## config.mk

```make
export PLATFORM = sky130hd
export DESIGN_NAME = rr_arbiter_4
export DESIGN_NICKNAME = d
export VERILOG_FILES = /design/src/rtl/rr_arbiter_4.sv
export SDC_FILE = /design/constraint.sdc
export NUM_CORES = 1
export LEC_CHECK = 0
export CAP_MARGIN = 20
export CORE_UTILIZATION = 52
export CTS_CLUSTER_DIAMETER = 30
export DETAILED_ROUTE_END_ITERATION = 16
export GPL_ROUTABILITY_DRIVEN = 0
export PLACE_DENSITY = 0.8
export SYNTH_ARGS = -nofsm -noshare
export SYNTH_HDL_FRONTEND = slang
export SYNTH_SLANG_ARGS = --single-unit
```

## constraint.sdc

```tcl
create_clock -name clk -period 2.9 [get_ports clk]
set_clock_uncertainty 0.2 [all_clocks]
set_input_delay 0.725 -clock clk [delete_from_list [all_inputs] [get_ports clk]]
set_output_delay 0.725 -clock clk [all_outputs]
set_load 0.01 [all_outputs]
```

## src/rtl/rr_arbiter_4.sv

```systemverilog
// rr_arbiter_4: 4-way round-robin arbiter with bounded hold (clk, rst, en, req[3:0] -> grant[3:0], grant_idx[1:0], grant_valid)
module rr_arbiter_4 #(
  parameter int MAX_HOLD = 8,
  parameter int CNT_W = 8
) (
  input  logic       clk,
  input  logic       rst,
  input  logic       en,
  input  logic [3:0] req,
  output logic [3:0] grant,
  output logic [1:0] grant_idx,
  output logic       grant_valid
);
  localparam logic [0:0] IDLE = 1'b0;
  localparam logic [0:0] GRANT = 1'b1;
  localparam logic [CNT_W-1:0] LIM = (MAX_HOLD == 0) ? {CNT_W{1'b1}} : CNT_W'(MAX_HOLD - 1);
  logic [0:0] state;
  logic [1:0] last, base, pick;
  logic [CNT_W-1:0] hold_cnt;
  logic rotate;
  assign base = (state == IDLE) ? last : grant_idx;
  assign rotate = (MAX_HOLD != 0) && (hold_cnt == LIM) && |(req & ~grant);
  always_comb begin
    pick = base;
    for (int k = 3; k >= 0; k--)
      if (req[base + 2'(k + 1)]) pick = base + 2'(k + 1);
  end
  always_ff @(posedge clk) begin
    if (rst) begin
      state <= IDLE;
      grant <= 4'b0000;
      grant_idx <= 2'b00;
      grant_valid <= 1'b0;
      last <= 2'd3;
      hold_cnt <= '0;
    end else if (state == IDLE) begin
      if (en && |req) begin
        state <= GRANT;
        grant <= 4'b0001 << pick;
        grant_idx <= pick;
        grant_valid <= 1'b1;
        hold_cnt <= '0;
      end
    end else if (!en) begin
      state <= IDLE;
      grant <= 4'b0000;
      grant_valid <= 1'b0;
      last <= grant_idx;
    end else if (!req[grant_idx] || rotate) begin
      last <= grant_idx;
      hold_cnt <= '0;
      state <= |req ? GRANT : IDLE;
      grant <= |req ? 4'b0001 << pick : 4'b0000;
      grant_idx <= |req ? pick : grant_idx;
      grant_valid <= |req;
    end else if (hold_cnt != LIM) begin
      hold_cnt <= hold_cnt + 1'b1;
    end
  end
endmodule

```

==> metrics <==
status=completed; Final Hold Fails=0; TritonCTS clock tree=done; number of global-route vias before repair=724; first-pass GRT wire length=3310 um; Worst Hold End=grant_valid; sequential cell area=360 um^2; worst min path class=reg2reg; DRC Markers=0; ant diodes=0; adder-cell share of the synthesized area=0.0130; Multi-input gate area=576 um^2; Placed Cells=150; worst hold margin=0.277 ns; root buf cell=clkbuf_4; met1 track demand over resource=0.331; Reg clk slew, reported paths=0.10 ns; I/O pin count=14; Register-to-Register Setup Slack=0.49 ns; crit end category=flip-flop; CP required=2.93 ns; pin count of the biggest net entering global routing=14; Slew @ Worst Pin=0.440 ns; largest family of logic cells by synthesized area=simple AND/OR/NAND/NOR gates; M2 GR Usage=0.339; Die Y=45.0 um; Final Util=0.683; met3 Use GR=0.0520; Synth Area in Simple Gates=0.250; Yosys cell types=35; die footprint=0.00202 mm^2; Pwr Density=465 mW/mm^2; post-synthesis to final-layout area growth=22.8%; syn_nets=118; proportion of synthesized area in mux cells=0.0756; antenna violations before repair=0; Max Fclk=378 MHz; Port Buffers=13; Total Routing Usage GR=0.228; RSZ-0062 raised after global routing=no; post-synthesis compound-gate area fraction=0.206; DRT Wirelength=2100 um; Yosys reg bits=18; Hold Path Cell Cnt=1; type of the worst setup path=in2reg; fin nets=138; design area=0.00118 mm^2; Die Width=45.0 um; num rows=15; Worst R2R Start=state; Reg2Reg Depth=5; Wirelength per Cell=13.6 um; HPWL after DPL=1610 um; Post CTS Setup Buffer Count=0; Post-Syn Area=960 um^2; xor/xnor share of the synthesized area=0.0548; fin crit share=0.911; # resized after CTS=0; syn_area_per_cell=8.72 um^2; share of cells above drive strength 1=0.116; gr busiest metal=met2; fin. max-slew vios=0; FF-to-FF End=grant_idx[0]; Finish-stage setup viols=0; initial core utilization=0.556; share of synthesized flip-flops with an asynchronous set or reset=0; Max rail drop VDD=0.372 mV; hold buffers post-CTS=0; largest fanout on the critical path=8; top_reg_cell synth=dfxtp_1; cells after synthesis=110; GRT Residual Overflow=0; EDFF count, synth=0; Core ar.=0.00173 mm^2; FILL cells=148; relative slew slack=0.698; Startpoint Class=primary input; Clk Latency, worst-skew pair=0.29 ns; post-synthesis sequential area ratio=0.375; total of max-cap violations=0; critical path arrival=2.67 ns; DR pass1 iterations=4; Finished Layout Cells=154; Placed Instance Area=0.00114 mm^2; H-tree levels=1; P_leak=0.424 nW; post-route ant nets=0; Min Clock Period, post-route=2.64 ns; yosys warns=0; clk buf depth=2; Vias/cell=5.70; worst hold start=grant_valid; DR vias=878; TritonCTS buffer count=3; initial DRC count=12; clock sink count=18
## power breakdown
group          internal (mW)  switching (mW)
Clock                 0.0765          0.0792
Sequential             0.261          0.0141
Combinational         0.0601          0.0573
Total                  0.397           0.151
## layout by cell type (no fill, tap or decap), types with 4 or more instances in the layout
master	Yosys	routed
buf_4	0	4
clkdlybuf4s50_1	0	13
dfxtp_1	18	18
inv_1	4	4
mux2i_1	5	5
nand2_1	7	7
nand2b_1	4	4
nand3_1	5	5
nor2_1	17	17
nor3_1	4	4
o21ai_0	4	4
xnor2_1	6	6
## Yosys cell counts, drive strengths merged, types with 2 or more instances
library cell   n  area [um^2]
dfxtp         18          360
nor2          17         63.8
nand2          7         26.3
xnor2          6         52.6
mux2i          5         50.1
nand3          5         25.0
nor3           5         36.3
inv            4         15.0
nand2b         4         25.0
o21ai          4         20.0
a211oi         3         22.5
a21oi          3         15.0
or4            3         30.0
a21o           2         15.0
a32o           2         20.0
mux2           2         22.5
nor2b          2         12.5
o211ai         2         15.0
o2bb2ai        2         17.5
## sequential cells by signal, summed over array words and instances, names as in the netlist
name,cells
hold_cnt,8
grant,4
grant_idx,2
last,2
grant_valid,1
state,1
## worst max-delay path by stage
stage           start          end  slack (ns)  depth (start not counted)
5_1_grt        req[0]     grant[2]        0.21                          7
2_1_floorplan  req[0]  hold_cnt[0]        0.64                          5
3_5_place_dp   req[0]     grant[2]      -0.002                          7
3_3_place_gp   req[0]     grant[2]         0.1                          7
6_report       req[0]     grant[3]        0.26                          7
4_1_cts        req[0]     grant[2]        0.29                          7
## worst max-delay path, cell delays in order
cell	delay, ns
clkdlybuf4s50_1	0.46
nor2b_1	0.15
a211oi_1	0.41
a2111oi_2	0.09
buf_4	0.18
or4_4	0.49
o2bb2ai_1	0.16
## layout make-up
class,count,area share
Tap cell,25,0.0265
Sequential cell,18,0.306
Inverter,4,0.0127
Multi-Input combinational cell,86,0.488
Timing Repair Buffer,17,0.136
Clock buffer,4,0.0308
## layer usage
layer,vias to the layer above,wire (um)
met2,21,998
met4,0,0
li1,440,-
met3,0,103
met5,-,0
met1,417,998
## stage by stage
step	power, mW	worst slack (ns)	setup TNS (ns)
global placement	0.393	0.0978	0
finish	0.548	0.258	0
global route	0.572	0.213	0
CTS	0.548	0.288	0
floorplan	0.346	0.639	0
detailed placement	0.396	-0.00174	-0.00174
## kinds of logic (layout without fill, tap and decap cells)
family	count (synthesis)	count (layout)
compound gates	26	26
xor+xnor	6	6
fa+ha+maj	1	1
buf+inv	6	25
flops	18	18
mux	7	7
simple gates	46	46
(Power assumes the default switching activity.)
